$ cat config.mk
export PLATFORM = sky130hd
export DESIGN_NAME = stream_source
export DESIGN_NICKNAME = d
export VERILOG_FILES = /design/src/rtl/stream_source.sv
export SDC_FILE = /design/constraint.sdc
export NUM_CORES = 1
export LEC_CHECK = 0
export BUFFER_PORTS_ARGS = -buffer_cell sky130_fd_sc_hd__buf_2
export CAP_MARGIN = 20
export CORE_ASPECT_RATIO = 1.4
export CORE_MARGIN = 2
export CORE_UTILIZATION = 61
export CTS_CLUSTER_DIAMETER = 50
export DETAILED_ROUTE_END_ITERATION = 7
export GPL_ROUTABILITY_DRIVEN = 1
export PLACE_DENSITY_LB_ADDON = 0.08
export RECOVER_POWER = 50
export SYNTH_ARGS = -nofsm -noshare
export SYNTH_HDL_FRONTEND = slang
export SYNTH_SLANG_ARGS = --single-unit
$ cat constraint.sdc
create_clock -name clk -period 4.2 [get_ports clk]
set_input_delay 0.21 -clock clk [delete_from_list [all_inputs] [get_ports clk]]
set_output_delay 0.21 -clock clk [all_outputs]
set_load 0.02 [all_outputs]
$ cat src/rtl/stream_source.sv
// Programmable arithmetic sample generator (base, base+step, ...) with optional idle gaps.
// Define STREAM_SOURCE_READY_EN to add an in_ready backpressure input.
module stream_source #(
    parameter int data_width = 16,
    parameter int cnt_width  = 8
) (
    input  logic                  clk,
    input  logic                  rst,
    input  logic                  start,
    input  logic                  abort,
`ifdef STREAM_SOURCE_READY_EN
    input  logic                  in_ready,
`endif
    input  logic [cnt_width-1:0]  len,
    input  logic [data_width-1:0] base,
    input  logic [data_width-1:0] step,
    input  logic [cnt_width-1:0]  gap,
    output logic [data_width-1:0] x,
    output logic                  in_valid,
    output logic                  busy,
    output logic                  done,
    output logic [1:0]            state
);

    localparam logic [1:0] IDLE = 2'd0;
    localparam logic [1:0] SEND = 2'd1;
    localparam logic [1:0] GAP  = 2'd2;
    localparam logic [1:0] DONE = 2'd3;

    logic [1:0]            state_reg,   state_next;
    logic [cnt_width-1:0]  count_reg,   count_next;
    logic [cnt_width-1:0]  len_reg,     len_next;
    logic [cnt_width-1:0]  gap_reg,     gap_next;
    logic [cnt_width-1:0]  gap_cnt_reg, gap_cnt_next;
    logic [data_width-1:0] step_reg,    step_next;
    logic [data_width-1:0] x_reg,       x_next;
    logic                  in_valid_reg, busy_reg, done_reg;
    logic [cnt_width-1:0]  count_inc;
    logic                  xfer;

`ifdef STREAM_SOURCE_READY_EN
    assign xfer = in_ready;
`else
    assign xfer = 1'b1;
`endif

    assign count_inc = count_reg + 1'b1;

    // x_reg always holds the sample currently presented; it only advances
    // when the next sample is actually put on the bus, so it holds through GAP.
    always_comb begin
        state_next   = state_reg;
        count_next   = count_reg;
        len_next     = len_reg;
        gap_next     = gap_reg;
        gap_cnt_next = gap_cnt_reg;
        step_next    = step_reg;
        x_next       = x_reg;
        case (state_reg)
            IDLE: begin
                if (start && !abort) begin
                    len_next   = len;
                    gap_next   = gap;
                    step_next  = step;
                    x_next     = base;
                    count_next = '0;
                    state_next = (len == '0) ? DONE : SEND;
                end
            end
            SEND: begin
                if (abort) begin
                    state_next = IDLE;
                end else if (xfer) begin
                    count_next = count_inc;
                    if (count_inc == len_reg) begin
                        state_next = DONE;
                    end else if (gap_reg == '0) begin
                        x_next = x_reg + step_reg;
                    end else begin
                        state_next   = GAP;
                        gap_cnt_next = gap_reg;
                    end
                end
            end
            GAP: begin
                if (abort) begin
                    state_next = IDLE;
                end else if (gap_cnt_reg == cnt_width'(1)) begin
                    state_next = SEND;
                    x_next     = x_reg + step_reg;
                end else begin
                    gap_cnt_next = gap_cnt_reg - 1'b1;
                end
            end
            default: state_next = IDLE;
        endcase
    end

    // Status outputs are decoded from the next state so they are registered
    // alongside it and never glitch.
    always_ff @(posedge clk or negedge rst) begin
        if (!rst) begin
            state_reg    <= IDLE;
            count_reg    <= '0;
            len_reg      <= '0;
            gap_reg      <= '0;
            gap_cnt_reg  <= '0;
            step_reg     <= '0;
            x_reg        <= '0;
            in_valid_reg <= 1'b0;
            busy_reg     <= 1'b0;
            done_reg     <= 1'b0;
        end else begin
            state_reg    <= state_next;
            count_reg    <= count_next;
            len_reg      <= len_next;
            gap_reg      <= gap_next;
            gap_cnt_reg  <= gap_cnt_next;
            step_reg     <= step_next;
            x_reg        <= x_next;
            in_valid_reg <= (state_next == SEND);
            busy_reg     <= (state_next == SEND) || (state_next == GAP);
            done_reg     <= (state_next == DONE);
        end
    end

    assign x        = x_reg;
    assign in_valid = in_valid_reg;
    assign busy     = busy_reg;
    assign done     = done_reg;
    assign state    = state_reg;

endmodule
==> Yosys cells after proc, flatten, opt, wreduce, memory -nomap -nowiden <==
Index checks and enable logic that the tools add are counted.
{ "classes": {"addsub": 3, "eq_ne": 15, "n_mux": 24, "n_reduce_logical": 13} }
{ "ops": {"columns": ["cell", "count"], "rows": [
  ["$mux W16", 6],
  ["$mux W8", 7],
  ["$pmux W16 S3", 1],
  ["$pmux W8 S2", 2],
  ["$add A16 B16 Y16", 1],
  ["$logic_not A8 Y1", 2],
  ["$ne A2 B2 Y1 const B", 8],
  ["$mux W2", 7],
  ["$add A8 B1 Y8 const B", 1],
  ["$eq A8 B1 Y1 const B", 1],
  ["$eq A8 B8 Y1", 1],
  ["$sub A8 B1 Y8 const B", 1],
  ["$reduce_and A7 Y1", 1],
  ["$eq A2 B2 Y1 const B", 3],
  ["$pmux W2 S3", 1],
  ["$reduce_and A6 Y1", 1],
  ["$eq A2 B1 Y1 const B", 2],
  ["$reduce_bool A2 Y1", 2],
  ["$reduce_and A3 Y1", 1],
  ["$reduce_bool A3 Y1", 1],
  ["$logic_not A2 Y1", 1],
  ["$reduce_and A2 Y1", 1],
  ["$logic_and A1 B1 Y1", 1],
  ["$logic_not A1 Y1", 1],
  ["$logic_or A1 B1 Y1", 1]
]} }
{ "totals": {"register_bits": 69, "in_bits": 52, "output_inout_bits": 21, "wordCells": 65} }

==> Longest topological paths before layout <==
{ "logic_depth": {"depth_word": 7, "mapped_depth": 11, "mapped_depth_nobuf": 11} }

==> Worst setup path after synthesis <==
Ideal clock, no wire load.
{ "synth_path": {"path_type": "reg2reg", "from": "reg x_reg[1] (netlist: x[1])", "to": "reg x_reg[15] (netlist: x[15])", "setup_ns": 0.070, "arrival_ns": 2.577, "required_ns": 4.130, "setup_slack_ns": 1.553, "stages_incl_launch_ff": 10, "n_path_buf": 0, "synth_period_minus_slack_ns": 2.647, "path_cell_list": "dfrtp_1 -> ha_1 -> a211oi_2 -> nor2_1 -> a311oi_2 -> o41ai_4 -> a2111oi_2 -> nor3_1 -> or4b_1 -> nand3_1"} }
{ "synth_via": {"elab_chain_cells": 5, "elab_cells_between_ends": 7, "cone_classes": "add/sub (1); mux (6)"} }
{ "synth_rtl": {"columns": ["element", "line", "source"], "rows": [
  ["start: declaration", "36", "logic [data_width-1:0] x_reg, x_next;"],
  ["start signal: assignment", "120", "x_reg <= x_next;"],
  ["$add A16 B16 Y16 *", "78, 90", null],
  ["$mux W16", "77", "end else if (gap_reg == '0) begin"],
  ["$mux W16", "75", "if (count_inc == len_reg) begin"],
  ["$mux W16", "71", "if (abort) begin"],
  ["$pmux W16 S3 *", "59", "case (state_reg)"]
]} }
Mark *: on every way between the ends. The rest lies on a longest branch, timed or not. The select of a mux whose other input is x is not followed.
A chain may end at the register's enable or synchronous reset.

==> Worst setup path after layout <==
{ "layout_path": {"from": "reg count_reg[2]", "to": "reg x_reg[15] (netlist: x[15])"} }
{ "layout_via": {"elab_chain_cells": 4} }
{ "layout_rtl": {"columns": ["element", "line", "source"], "rows": [
  ["start: declaration", "31", "logic [cnt_width-1:0] count_reg, count_next;"],
  ["start signal: assignment", "115", "count_reg <= count_next;"],
  ["$add A8 B1 Y8", "47", "assign count_inc = count_reg + 1'b1;"],
  ["$eq A8 B8 Y1", "75", null],
  ["$ne A2 B2 Y1 (no source line)", null, null],
  ["$reduce_and A7 Y1 (no source line)", null, null]
]} }
No other way between the ends.

==> run metrics <==
status=complete, but fails checks; failing checks=max-capacitance violations, max-slew violations; first-pass GRT wire length=15.51 mm; vias in the first global route=3,420; Clock Latency Late Sink=0.35 ns; Hold Path Class=input port to register; initial antenna violation count=0; Final Hold Viols=0; hold depth=2; die width=74.30 um; synth unique cells=58; Core Util, Final=72.39%; async set or reset register ratio after synthesis=100.0%; synthesized instance count=428; Fmax=0.3627 GHz; critical path arrival=3.04 ns; DRT Pass-1 Iters=4; clock buffer depth=2; hold path startpoint=gap[3]; Slew HR=-38.84%; final cell count without fillers=595; Crit Path Category=register to register; I/O Buffers=72; Sink Count=69; reg2reg setup slack=1.44 ns; reg2reg path depth=8; vias=3,431; Endpoint, Worst Hold=gap_reg[3]; leakage power=0.002133 uW; Post-Place Cells=578; worst r2r dst=x[15]; CP startpoint kind=register; Overflow after GRT=0; RePlAce Congestion=0.8529; WL/cell=15.66 um; pin count of the biggest net entering global routing=38; layout cells sized above 1=22.27%; Peak supply drop=0.5383 mV; # DRC=0; DR iter-0 viols=211; die span in y=102.4 um; dpl hpwl=6.796 mm; Worst Tran Pin Value=2.083 ns; I/O pin cnt=73; Yosys reg bits=69; R2R Path Start=count_reg[2]; synthesized area per cell=9.861 sq um; fin crit share=65.64%; CP Capture Type=register; antenna-violating nets left=0; final layout net count=576; Die ar.=7609 sq um; Setup TNS Final=0 ns; core area=6656 sq um; CP max FO=13; most used flip-flop cell after synthesis=dfrtp_1; post-synthesis sequential area ratio=40.91%; clock root buffer master=clkbuf_8; post-synthesis net count=506; Vias per Instance=5.766; initial core utilization=63.40%; RSZ-0062 raised after global routing=false; final setup fails=0; Tmin final=2.757 ns; Post-synth EDFFs=0; max cap viols=1; # resized after CTS=0; Cell Pwr Density=886.6 nW/um^2; Total GRT Usage=26.58%; H-tree depth=3; Post-Route WL=9.320 mm; area delta synth->final=14.17%; max-slew violations=38; Cell Rows=35; TritonCTS clock tree=done; ANT cells=0; CTS Buf Count=9; Reg clk slew, reported paths=0.08 ns; Required @ worst endpoint=4.48 ns; warning count from the yosys run=0; Worst Skew=0.007420 ns; Syn Std Cell Area=4220 sq um
==> final cells by class <==
class	count	area, sq um
clock buffer	12	145.1
inverter	19	71.32
multi-input combinational	323	2350
clock inverter	4	47.55
fill	533	1838
sequential	69	1727
timing repair buffer	76	362.8
tap	92	115.1
==> critical path: stages, from the launching register on <==
cell,delay [ns]
dfrtp_1,0.45
nand3_1,0.28
o221a_1,0.34
a311oi_1,0.24
nand2_1,0.17
and2_1,0.20
o22ai_2,0.43
or4b_1,0.49
nand3_1,0.08
==> metrics by stage <==
| stage | power (uW) | setup slack, ns | cell area (sq um) | hold slack [ns] |
|---|---|---|---|---|
| 2_1_floorplan | 3199 | 1.553 | 4220 | -0.08559 |
| 3_3_place_gp | 3678 | 1.528 | 4646 | 0.3581 |
| 3_5_place_dp | 3758 | 1.486 | 4646 | 0.3707 |
| 4_1_cts | 4317 | 1.470 | 4848 | 0.07800 |
| 5_1_grt | 4670 | 0.8759 | 4818 | 0.07524 |
| 6_report | 4272 | 1.443 | 4818 | 0.09292 |
==> cells in the final DEF, fill, tap and decap left out, types with 14 or more instances in the layout <==
cell | synthesis | routed
dfrtp_1 | 69 | 69
buf_2 | 4 | 50
nor2_1 | 45 | 45
a21oi_1 | 37 | 37
mux2_2 | 32 | 32
ha_1 | 25 | 25
clkbuf_1 | 12 | 24
o21ai_0 | 20 | 20
inv_1 | 19 | 19
nor3_1 | 19 | 19
nand2_1 | 18 | 18
mux2i_1 | 17 | 17
nand3_1 | 14 | 14
==> logic make-up (layout without fill, tap and decap cells) <==
kind of cell,Yosys count,count (layout),synth area share (%)
and+or+nand+nor,130,130,15.33
AOI/OAI and AO/OA,98,98,15.56
DFF,69,69,40.91
muxes,49,49,12.57
buffers and inverters,36,111,3.409
adders and majority gates,26,26,7.886
xor gates and xnor gates,20,20,4.329
==> how the worst max path moves through the flow <==
| stage | depth (start not counted) | end | from |
|---|---|---|---|
| floorplan | 9 | x[15] | x[1] |
| finish | 8 | x[15] | count_reg[2] |
| global placement | 9 | x[15] | x[1] |
| detailed placement | 9 | x[15] | x[1] |
| CTS | 9 | x[15] | x[1] |
| global route | 3 | x[10] | rst |
==> power by group <==
group / internal (uW) / total, uW / switching (uW)
Sequential: 988 / 1260 / 277
Clock: 289 / 537 / 248
Combinational: 1070 / 2470 / 1400
Total: 2340 / 4270 / 1930
==> synth_stat cells (2+ instances only) <==
| cell | count | area, sq um |
|---|---|---|
| inv_1 | 19 | 71.32 |
| nor2_1 | 45 | 168.9 |
| a31oi_1 | 3 | 18.77 |
| a21oi_1 | 37 | 185.2 |
| o21a_1 | 3 | 22.52 |
| a211oi_2 | 2 | 25.02 |
| or4_1 | 3 | 22.52 |
| nand2_1 | 18 | 67.56 |
| nand3b_1 | 2 | 15.01 |
| and4_1 | 2 | 17.52 |
| nor2b_1 | 4 | 25.02 |
| a21o_1 | 6 | 45.04 |
| mux2i_1 | 17 | 170.2 |
| xor2_1 | 7 | 61.31 |
| buf_2 | 4 | 20.02 |
| ha_1 | 25 | 312.8 |
| o211ai_1 | 2 | 15.01 |
| dfrtp_1 | 69 | 1727 |
| o31ai_1 | 2 | 15.01 |
| mux2_2 | 32 | 360.4 |
| a211oi_1 | 2 | 15.01 |
| nor4_1 | 3 | 18.77 |
| and2_1 | 3 | 18.77 |
| nand2b_1 | 2 | 12.51 |
| nand4_1 | 4 | 25.02 |
| clkbuf_1 | 12 | 45.04 |
| xnor2_1 | 12 | 105.1 |
| nor3_1 | 19 | 95.09 |
| nor3b_1 | 5 | 37.54 |
| nand3_1 | 14 | 70.07 |
| o21ai_0 | 20 | 100.1 |
| a22o_1 | 4 | 35.03 |
==> metal layers <==
layer	routed length (um)	GRT usage (%)	vias to the layer above
met2	5088	47.60	76
met1	3738	31.45	1658
met5	0	0	-
met4	145	9.066	0
li1	-	-	1681
met3	348	5.227	16
==> repair_timing <==
item	4_1_cts	5_1_grt
hold buffers	1	0
hold endpoints to repair	11	0
setup buffers	0	0
Note: power is estimated with default switching activity, not from simulation.
